`config.mk`:
```
export PLATFORM = sky130hd
export DESIGN_NAME = sram_param
export DESIGN_NICKNAME = d
export VERILOG_FILES = /design/src/rtl/sram_param.sv
export SDC_FILE = /design/constraint.sdc
export NUM_CORES = 1
export LEC_CHECK = 0
export CAP_MARGIN = 20
export CORE_ASPECT_RATIO = 1.75
export CORE_UTILIZATION = 39
export DETAILED_ROUTE_END_ITERATION = 10
export HOLD_SLACK_MARGIN = 0.12
export PLACE_DENSITY_LB_ADDON = 0.2
export SLEW_MARGIN = 40
export SYNTH_ARGS = -nofsm -noshare
export SYNTH_HDL_FRONTEND = slang
export SYNTH_SLANG_ARGS = --single-unit
```
`constraint.sdc`:
```
create_clock -name clk -period 6 [get_ports clk]
set_input_delay 1.5 -clock clk [delete_from_list [all_inputs] [get_ports clk]]
set_output_delay 1.5 -clock clk [all_outputs]
set_load 0.005 [all_outputs]
```
`src/rtl/sram_param.sv`:
```
// Byte-writable single-port SRAM with a self-clearing INIT sequence.
// Optional per-byte even parity enabled by defining SRAM_PARITY_EN.
module sram_param #(
  parameter int DATA_W = 32,
  parameter int DEPTH  = 16,
  parameter int ADDR_W = 4
) (
  input  logic              clk,
  input  logic              reset,
  input  logic              write_en,
  input  logic              read_en,
  input  logic [ADDR_W-1:0] addr,
  input  logic [DATA_W-1:0] write_data,
  input  logic [DATA_W/8-1:0] byte_en,
  output logic [DATA_W-1:0] read_data,
  output logic              read_valid,
  output logic              busy,
  output logic              addr_err
`ifdef SRAM_PARITY_EN
  ,
  output logic              parity_err
`endif
);

  localparam int NB = DATA_W / 8;

  typedef enum logic {
    INIT,
    READY
  } state_t;

  state_t            state;
  state_t            state_nx;
  logic [ADDR_W-1:0] cnt;
  logic [ADDR_W-1:0] cnt_nx;
  logic              last;

  logic [DATA_W-1:0] mem [DEPTH];
  logic [DATA_W-1:0] rd_word;
  logic [DATA_W-1:0] wr_word;

  logic in_range;
  logic req_ok;
  logic do_wr;
  logic do_rd;
  logic bad_addr;

  assign last     = (cnt == ADDR_W'(DEPTH - 1));
  assign busy     = (state == INIT);
  assign in_range = ({1'b0, addr} < (ADDR_W + 1)'(DEPTH));
  assign req_ok   = (state == READY) && (write_en ^ read_en);
  assign do_wr    = req_ok && write_en && in_range;
  assign do_rd    = req_ok && read_en && in_range;
  assign bad_addr = req_ok && !in_range;
  assign rd_word  = in_range ? mem[addr] : '0;

  // State and clear-counter register.
  always_ff @(posedge clk) begin
    if (reset) begin
      state <= INIT;
      cnt   <= '0;
    end else begin
      state <= state_nx;
      cnt   <= cnt_nx;
    end
  end

  // INIT walks the counter once over every word, then parks in READY.
  always_comb begin
    state_nx = state;
    cnt_nx   = cnt;
    unique case (state)
      INIT: begin
        if (last) begin
          state_nx = READY;
          cnt_nx   = '0;
        end else begin
          cnt_nx = cnt + 1'b1;
        end
      end
      READY: ;
      default: state_nx = INIT;
    endcase
  end

  // Merge enabled bytes of the write word over the stored word.
  always_comb begin
    wr_word = rd_word;
    for (int k = 0; k < NB; k++) begin
      if (byte_en[k]) wr_word[8*k +: 8] = write_data[8*k +: 8];
    end
  end

  // Storage: cleared word by word in INIT, byte-masked writes in READY.
  always_ff @(posedge clk) begin
    if (!reset) begin
      if (state == INIT) mem[cnt] <= '0;
      else if (do_wr)    mem[addr] <= wr_word;
    end
  end

`ifdef SRAM_PARITY_EN
  logic [NB-1:0] par [DEPTH];
  logic [NB-1:0] rd_par;
  logic [NB-1:0] wr_par;
  logic [NB-1:0] par_bad;

  assign rd_par = in_range ? par[addr] : '0;

  // Even parity per byte; only enabled bytes get new parity.
  always_comb begin
    wr_par  = rd_par;
    par_bad = '0;
    for (int k = 0; k < NB; k++) begin
      if (byte_en[k]) wr_par[k] = ^write_data[8*k +: 8];
      par_bad[k] = ^{rd_word[8*k +: 8], rd_par[k]};
    end
  end

  // Parity storage tracks the data array.
  always_ff @(posedge clk) begin
    if (!reset) begin
      if (state == INIT) par[cnt] <= '0;
      else if (do_wr)    par[addr] <= wr_par;
    end
  end

  // Parity flag pulses alongside read_valid.
  always_ff @(posedge clk) begin
    if (reset) parity_err <= 1'b0;
    else       parity_err <= do_rd && (|par_bad);
  end
`endif

  // Registered read port and status pulses.
  always_ff @(posedge clk) begin
    if (reset) begin
      read_data  <= '0;
      read_valid <= 1'b0;
      addr_err   <= 1'b0;
    end else begin
      read_valid <= do_rd;
      addr_err   <= bad_addr;
      if (do_rd) read_data <= rd_word;
    end
  end

endmodule

```
==> impl_metrics.py, run 1 <==
metrics = {
    "yosys": {
        "synth_nets": 1199,
        "synth.most_common_cell": "edfxtp_1",
        "async_flop_share": 0,
        "ys_seq_area_frac": 0.743,
        "synth.top_cells.by_count": "512 x edfxtp_1, 150 x mux2i_1, 75 x nor2_1",
        "synth.distinct_cells": 39,
        "synth_seq_cells": 550,
        "avgSynthCellArea_um2": 18.8,
        "synthFlopType": "edfxtp_1",
        "synth_top_area_share": 0.708,
        "synthCells": 1154,
        "synth-edff-count": 512,
        "synthTopCellsByArea": "edfxtp_1 71%, mux2i_1 6.9%, mux4_2 5.6%, dfxtp_1 3.5%, a221o_1 2.4%",
        "synthesis.area_um2": 21700,
        "synth_largest_area_cell": "edfxtp_1",
        "yosys_warnings": 0,
    },
    "routing": {
        "vias": 11061,
        "drt-initial-drc-count": 844,
        "wl_per_cell_um": 29.3,
        "drt-vias-per-instance": 5.56,
        "drt_wl_total_um": 58300,
        "ant_nets": 0,
        "dr.pass1.iters": 7,
        "drc_errors": 0,
    },
    "setup_path": {
        "crit_path_start": "addr[2]",
        "rr_endpoint": "mem[9][9]",
        "crit_path_frequent_cell": "buf_4",
        "path_max_fanout": 44,
        "crit_path_end_kind": "flip-flop",
        "crit_arrival_ns": 4.40,
        "rr_worst_depth": 6,
        "critPathMaxStageDelay_ns": 0.60,
        "cp.depth": 6,
        "crit_buf_inv": 2,
        "startpoint_type": "input pin",
        "rrSetupSlack_ns": 3.06,
        "crit_chain": "buf_4 > buf_4 > mux4_2 > nor2_1 > o22ai_2 > o211a_1",
        "worstPathRequired_ns": 6.20,
        "worstReg2RegStart": "state",
        "crit_path_top_delay_cell": "buf_4",
        "path_class": "input pin to flip-flop",
        "setup.worst_path.end": "mem[9][20]",
        "path_delay_family": "buffers and inverters",
    },
    "power": {
        "net-switching-power_mw": 1.67,
        "vdd_drop_max_v": 0.000175,
        "p_sw_frac": 0.212,
        "p_per_area_nw_per_um2": 309,
        "clockPowerShare": 0.409,
        "p_leak_nw": 9.42,
        "p_int_mw": 6.18,
        "seqPwrFrac": 0.534,
        "total_power_mw": 7.85,
        "p_comb_frac": 0.057,
    },
    "die": {
        "io_pins": 79,
        "row_count": 114,
        "dieArea_um2": 56600,
        "die_y_um": 314,
        "die_w_um": 180,
        "core-area_um2": 55100,
        "start_util": 0.394,
    },
    "sta": {
        "max_freq_ghz": 0.238,
        "grt_setup_unrepaired": "false",
        "tightest_slew_ns": 0.844,
        "hold_viol_final": 0,
        "finalSetupViolCount": 0,
        "finalCritPeriodShare": 0.700,
        "relSlewSlack": 0.437,
        "min_period_ns": 4.20,
        "maxSlewViolCount": 0,
        "final.setup.tns_ns": 0,
        "hold_ws_ns": 0.471,
        "skew_ns": 0.0180,
        "final.setup.worst_slack_ns": 1.80,
    },
    "clock_tree": {
        "clock_latency_ns": 0.57,
        "cts_tree": "done",
        "ctsResizeCount": 0,
        "holdBufCountCts": 0,
        "cts_buffers": 49,
        "root_buffer": "clkbuf_16",
        "htreeDepth": 2,
        "cts_setup_buffers": 0,
        "cts.sinks": 550,
        "path_clk_slew_ns": 0.06,
        "cts_max_path_buffers": 3,
    },
    "placed_design": {
        "dpl.hpwl_um": 40700,
        "place_ws_ns": 1.16,
        "dp.cells": 1899,
        "gp_congestion": 0.847,
        "portBuffers": 77,
    },
    "global_route": {
        "grt_max_degree": 53,
        "grt_pass1_wl_um": 82800,
        "overflow": 0,
        "grt_usage": 0.208,
        "grt_pass1_vias": 11665,
        "antenna_found_initial": 0,
    },
    "min_path": {
        "hold_start": "read_data[30]",
        "hold_path.class": "flip-flop to flip-flop",
    },
    "cells_and_area": {
        "stdcell_count": 1989,
        "nets": 1300,
        "seq_area_um2": 16100,
        "num-fill-cells": 4705,
        "drive_gt1_frac": 0.175,
        "multiInputGateArea_um2": 5260,
        "area_growth_pct": 17.1,
        "antenna_cells": 0,
    },
    "run_status": {
        "status": "finished, final reports clean",
    },
    "job": {
        "drv_cap": 0,
    },
}
[logic make-up after synthesis]
family,share of synthesized area
other,0.000173
flip-flops,0.743
buffers and inverters,0.0220
multiplexers,0.126
AO/OA/AOI/OAI,0.0774
adder cells (fa/ha/maj),0.000576
XOR/XNOR,0.000404
AND/OR/NAND/NOR,0.0303
[power groups by stage]
stage / registers, mW / logic [mW] / clock network, mW
floorplan: 4.27 / 0.262 / 0
global placement: 4.27 / 0.430 / 0
CTS: 4.19 / 0.454 / 3.27
detailed placement: 4.27 / 0.453 / 0
finish: 4.19 / 0.447 / 3.21
global route: 4.19 / 0.466 / 3.39
[placed cells by master, fill, tap and decap left out, drive strengths merged, types with 2 or more instances in the layout]
cell type      count
a22o              35
nand2b            36
nor3               2
and2               2
edfxtp           512
nor3b              3
o2bb2ai            7
a221o             51
dfxtp             38
bufinv             6
nand2              7
clkinv            15
buf               56
clkdlybuf4s50     71
a222oi            10
a21oi             20
a221oi             3
inv                3
clkbuf            66
nor2b              5
mux2i            150
o211a             32
mux4              54
nor2              75
o22ai             22
[stage by stage]
| stage | utilization | cell area, µm² |
|---|---|---|
| 2_1_floorplan | - | 21700 |
| 3_3_place_gp | 0.422 | 23200 |
| 3_5_place_dp | 0.432 | 23800 |
| 4_1_cts | 0.462 | 25400 |
| 5_1_grt | 0.462 | 25400 |
| 6_report | 0.462 | 25400 |
[worst reg2reg max path, stage by stage, from the launching register on]
cell	delay [ns]
dfxtp_1	0.52
nor4bb_4	0.28
buf_4	0.32
mux2i_1	0.29
nand2_1	0.35
nor2_4	0.60
buf_8	0.27
[cell type report]
type	count	share of cell area
clock inverters	23	0.0108
clock buffers	66	0.0528
inverters	2	0.000295
well taps	696	0.0343
repair buffers	127	0.0604
multi-input cells	525	0.207
flip-flops and latches	550	0.635
[layer usage]
| metal | up-vias | share of wire | wire [µm] | track usage |
|---|---|---|---|---|
| met5 | - | 0 | 0 | 0 |
| met4 | 0 | 0.052 | 3030 | 0.110 |
| met3 | 92 | 0.030 | 1780 | 0.0180 |
| met2 | 288 | 0.59 | 34400 | 0.426 |
| met1 | 5767 | 0.33 | 19000 | 0.201 |
| li1 | 4914 | - | - | - |
[how the worst min path moves through the flow]
stage / endpoint / cells past startpoint / slack, ns
final: read_data[30] / 1 / 0.47
after global routing: read_data[23] / 1 / 0.50
after CTS: read_data[30] / 1 / 0.47
after detailed placement: read_data[18] / 1 / 0.46
after global placement: read_data[26] / 1 / 0.45
after floorplan: read_data[0] / 1 / 0.47
[flip-flops by register name, indices dropped and copies added, names as in the netlist]
register	count
read_valid	1
state	1
mem	512
read_data	32
cnt	4
Power figures use the tool's default switching activity.
==> run 2: changes to the inputs <==
==> constraint.sdc (replaced) <==
create_clock -name clk -period 3.4 [get_ports clk]
set_input_delay 0.85 -clock clk [delete_from_list [all_inputs] [get_ports clk]]
set_output_delay 0.85 -clock clk [all_outputs]
set_load 0.005 [all_outputs]
==> impl_metrics.py, run 2 (synthesized netlist as in run 1, its figures left out) <==
metrics = {
    "run_status": {
        "status": "finished, final reports clean",
    },
    "global_route": {
        "grt_pass1_vias": 11999,
        "antenna_found_initial": 0,
        "overflow": 0,
        "grt_usage": 0.193,
        "grt_pass1_wl_um": 79500,
        "grt_max_degree": 38,
    },
    "setup_path": {
        "rrSetupSlack_ns": 1.00,
        "worstReg2RegStart": "state",
        "setup.worst_path.end": "mem[14][6]",
        "startpoint_type": "input pin",
        "worstPathRequired_ns": 3.66,
        "crit_arrival_ns": 2.94,
        "crit_path_end_kind": "flip-flop",
        "crit_path_start": "read_en",
        "rr_worst_depth": 6,
        "path_class": "input pin to flip-flop",
        "rr_endpoint": "mem[14][6]",
        "path_max_fanout": 16,
    },
    "cells_and_area": {
        "largest_register_ff_count": 512,
        "nets": 1345,
        "area_growth_pct": 18.4,
        "stdcell_count": 2036,
        "drive_gt1_frac": 0.203,
        "num-fill-cells": 4702,
        "layout_commonest_cell": "edfxtp_1",
        "final_cell_mix": "512 x edfxtp_1, 150 x mux2i_1, 73 x clkdlybuf4s50_1, 67 x buf_4, 58 x nor2_1",
        "regMostFlops": "mem",
        "antenna_cells": 0,
        "largest_registers": "mem x512, read_data x32, cnt x4",
    },
    "sta": {
        "relSlewSlack": 0.434,
        "hold_viol_final": 0,
        "min_period_ns": 2.68,
        "grt_setup_unrepaired": "false",
        "maxSlewViolCount": 0,
        "skew_ns": 0.0208,
        "final.setup.tns_ns": 0,
        "finalSetupViolCount": 0,
        "max_freq_ghz": 0.373,
        "finalCritPeriodShare": 0.789,
        "tightest_slew_ns": 0.848,
    },
    "power": {
        "net-switching-power_mw": 2.91,
        "p_comb_frac": 0.058,
        "vdd_drop_max_v": 0.000378,
        "p_leak_nw": 9.61,
        "p_int_mw": 10.7,
        "seqPwrFrac": 0.543,
        "p_per_area_nw_per_um2": 530,
        "p_sw_frac": 0.214,
        "clockPowerShare": 0.399,
    },
    "placed_design": {
        "dpl.hpwl_um": 34100,
        "dp.cells": 1945,
        "portBuffers": 77,
        "gp_congestion": 0.806,
    },
    "clock_tree": {
        "holdBufCountCts": 0,
        "htreeDepth": 2,
        "cts_setup_buffers": 0,
        "path_clk_slew_ns": 0.06,
        "ctsResizeCount": 0,
        "cts_max_path_buffers": 3,
        "root_buffer": "clkbuf_16",
        "cts.sinks": 550,
        "cts_buffers": 49,
        "cts_tree": "done",
        "clock_latency_ns": 0.59,
    },
    "min_path": {
        "hold_start": "read_data[7]",
        "hold_path.class": "flip-flop to flip-flop",
    },
    "routing": {
        "vias": 11248,
        "wl_per_cell_um": 26.6,
        "drt-vias-per-instance": 5.52,
        "drt_wl_total_um": 54200,
        "dr.pass1.iters": 5,
        "drt-initial-drc-count": 765,
        "drc_errors": 0,
        "ant_nets": 0,
    },
    "die": {
        "start_util": 0.394,
        "die_y_um": 314,
        "row_count": 114,
        "dieArea_um2": 56600,
        "io_pins": 79,
        "die_w_um": 180,
        "core-area_um2": 55100,
    },
    "job": {
        "drv_cap": 0,
    },
}
## run 2: cell types whose count changed in the layout (fill, tap and decap cells not counted), moves of 2 or more
cell             previous run  this run
buf_12                      2        29
buf_8                      15         1
buf_4                      20        67
buf_2                       5         2
buf_16                     14         0
bufinv_16                   6         1
clkbuf_8                    3         9
clkdlybuf4s50_1            71        73
## run 2: metrics by stage
step                      hold WS (ns)  utilization  power (mW)  setup slack (ns)  cell area (µm²)
after CTS                        0.477        0.466        13.7             0.727            25700
after floorplan                  0.466            -        8.00            -0.161            21700
after global placement           0.455        0.438        8.34            0.0672            24100
after global routing             0.485        0.467        14.0             0.581            25700
final                            0.473        0.467        13.6             0.718            25700
after detailed placement         0.456        0.438        8.34             0.115            24100
## run 2: layout make-up
| class | count | area (µm²) | share of cell area |
|---|---|---|---|
| Sequential cell | 550 | 16100 | 0.628 |
| Multi-Input combinational cell | 525 | 5260 | 0.205 |
| Timing Repair Buffer | 172 | 1840 | 0.0716 |
| Clock buffer | 71 | 1420 | 0.0553 |
| Tap cell | 696 | 871 | 0.0339 |
| Clock inverter | 20 | 161 | 0.00628 |
| Inverter | 2 | 7.51 | 0.000292 |
## run 2: how the worst min path moves through the flow
stage	endpoint	slack (ns)	depth (start not counted)
final	read_data[7]	0.47	1
after global placement	read_data[21]	0.46	1
after global routing	read_data[7]	0.49	1
after detailed placement	read_data[7]	0.46	1
after CTS	read_data[12]	0.48	1
after floorplan	read_data[0]	0.47	1
## run 2: power groups by stage
| stage | Combinational, mW | Sequential [mW] | Clock, mW |
|---|---|---|---|
| finish | 0.793 | 7.39 | 5.43 |
| global route | 0.839 | 7.40 | 5.74 |
| CTS | 0.804 | 7.39 | 5.55 |
| detailed placement | 0.802 | 7.54 | 0 |
| global placement | 0.801 | 7.54 | 0 |
| floorplan | 0.462 | 7.53 | 0 |
## run 2: per-layer routing
layer / vias to the layer above / global-route usage / share of wire
li1: 5013 / - / -
met1: 5845 / 0.229 / 0.39
met2: 291 / 0.359 / 0.54
met3: 99 / 0.0202 / 0.036
met4: 0 / 0.0732 / 0.032
met5: - / 0 / 0
## run 2: worst max-delay path: stages
cell             delay [ns]
clkdlybuf4s50_1        0.48
nor4bb_4               0.35
buf_4                  0.22
buf_4                  0.24
a21oi_1                0.28
nor2_4                 0.20
buf_4                  0.31
==> run 3: changes to the inputs <==
==> constraint.sdc (replaced) <==
create_clock -name clk -period 2.5 [get_ports clk]
set_input_delay 0.625 -clock clk [delete_from_list [all_inputs] [get_ports clk]]
set_output_delay 0.625 -clock clk [all_outputs]
set_load 0.005 [all_outputs]
==> impl_metrics.py, run 3 (synthesized netlist as in run 1, its figures left out) <==
metrics = {
    "sta": {
        "relSlewSlack": 0.506,
        "finalSetupViolCount": 0,
        "maxSlewViolCount": 0,
        "max_freq_ghz": 0.426,
        "tightest_slew_ns": 0.739,
        "skew_ns": 0.0182,
        "grt_setup_unrepaired": "false",
        "hold_viol_final": 0,
        "final.setup.tns_ns": 0,
        "min_period_ns": 2.35,
        "finalCritPeriodShare": 0.939,
    },
    "setup_path": {
        "crit_path_start": "write_en",
        "worstReg2RegStart": "state",
        "startpoint_type": "input pin",
        "crit_path_end_kind": "flip-flop",
        "crit_arrival_ns": 2.66,
        "worstPathRequired_ns": 2.81,
        "path_max_fanout": 12,
        "path_class": "input pin to flip-flop",
    },
    "die": {
        "row_count": 114,
        "die_w_um": 180,
        "core-area_um2": 55100,
        "die_y_um": 314,
        "start_util": 0.394,
        "io_pins": 79,
        "dieArea_um2": 56600,
    },
    "run_status": {
        "status": "finished, final reports clean",
    },
    "placed_design": {
        "gp_congestion": 0.778,
        "dp.cells": 2047,
        "portBuffers": 77,
        "dpl_cell_area_um2": 25400,
        "dpl.hpwl_um": 35800,
    },
    "power": {
        "total_power_mw": 18.9,
        "vdd_drop_max_v": 0.000467,
        "p_leak_nw": 10.3,
        "p_per_area_nw_per_um2": 701,
    },
    "routing": {
        "drt_wl_total_um": 53100,
        "met1_length_um": 19900,
        "wl_met3_um": 1540,
        "dr.pass1.iters": 5,
        "drt-vias-per-instance": 5.42,
        "wl_met2_um": 30200,
        "drc_errors": 0,
        "vias": 11574,
        "wl_per_cell_um": 24.9,
        "ant_nets": 0,
        "top_layer": "met4",
        "drt-initial-drc-count": 610,
    },
    "min_path": {
        "hold_path.class": "flip-flop to flip-flop",
        "hold_start": "read_data[17]",
    },
    "cells_and_area": {
        "final_area_um2": 27000,
        "regMostFlops": "mem",
        "largest_register_ff_count": 512,
        "nets": 1447,
        "antenna_cells": 0,
        "layout_commonest_cell": "edfxtp_1",
        "area_growth_pct": 24.3,
        "drive_gt1_frac": 0.261,
        "final_cell_mix": "512 x edfxtp_1, 149 x mux2i_1, 131 x buf_4, 73 x clkdlybuf4s50_1, 67 x buf_12",
        "stdcell_count": 2135,
        "largest_registers": "mem x512, read_data x32, cnt x4",
    },
    "global_route": {
        "antenna_found_initial": 0,
        "grt_usage": 0.190,
        "grt_pass1_wl_um": 78600,
        "grt_max_degree": 34,
        "grt_pass1_vias": 12364,
        "overflow": 0,
    },
    "clock_tree": {
        "path_clk_slew_ns": 0.07,
        "ctsResizeCount": 0,
        "root_buffer": "clkbuf_16",
        "cts.sinks": 550,
        "cts_tree": "done",
        "cts_buffers": 49,
        "cts_max_path_buffers": 3,
        "cts_setup_buffers": 0,
        "holdBufCountCts": 0,
        "htreeDepth": 2,
        "clock_latency_ns": 0.57,
    },
    "job": {
        "drv_cap": 0,
    },
}
==> run 3: cell types whose count changed in the layout (fill, tap and decap cells not counted), sizes merged <==
cell | before | now
buf | 99 | 201
clkbuf | 71 | 58
bufinv | 1 | 6
clkinv | 17 | 22
clkinvlp | 1 | 2
inv | 3 | 2
==> run 3: where the power goes <==
part           internal (mW)  leakage, nW  switching, mW  total, mW
combinational          0.604         3.83          0.627       1.23
clock                   4.33        0.786           3.29       7.62
sequential              10.0         5.65         0.0301       10.1
==> run 3: critical path, stage by stage <==
cell and delay (ns):
clkdlybuf4s50_1 0.50, nor4bb_4 0.33, buf_4 0.19, buf_4 0.18, nor3b_1 0.08, a21oi_2 0.40
nor2_4 0.12, buf_4 0.23
==> run 3: metrics by stage <==
| step | hold WS (ns) | worst slack [ns] | util |
|---|---|---|---|
| floorplan | 0.466 | -0.0380 | - |
| global placement | 0.458 | -0.442 | 0.461 |
| detailed placement | 0.453 | -0.425 | 0.461 |
| CTS | 0.477 | 0.158 | 0.490 |
| global route | 0.491 | 0.0676 | 0.490 |
| finish | 0.474 | 0.152 | 0.490 |
==> run 3: area by class of cell <==
type / instances / area (µm²)
fillers: 4534 / 28100
flip-flops and latches: 550 / 16100
multi-input cells: 525 / 5270
repair buffers: 274 / 3080
clock buffers: 58 / 1300
well taps: 696 / 871
clock inverters: 30 / 307
inverters: 2 / 7.51
==> run 3: per-layer routing <==
| metal | track usage | vias up |
|---|---|---|
| met5 | 0 | - |
| met4 | 0.0660 | 0 |
| met3 | 0.0182 | 88 |
| met2 | 0.374 | 234 |
| met1 | 0.209 | 6038 |
| li1 | - | 5214 |
==> run 3: final timing paths <==
kind | to | slack [ns] | cells past startpoint
max | mem[6][10] | 0.15 | 8
min | read_data[17] | 0.47 | 1
max reg2reg | mem[6][10] | 0.21 | 7
min reg2reg | read_data[17] | 0.47 | 1
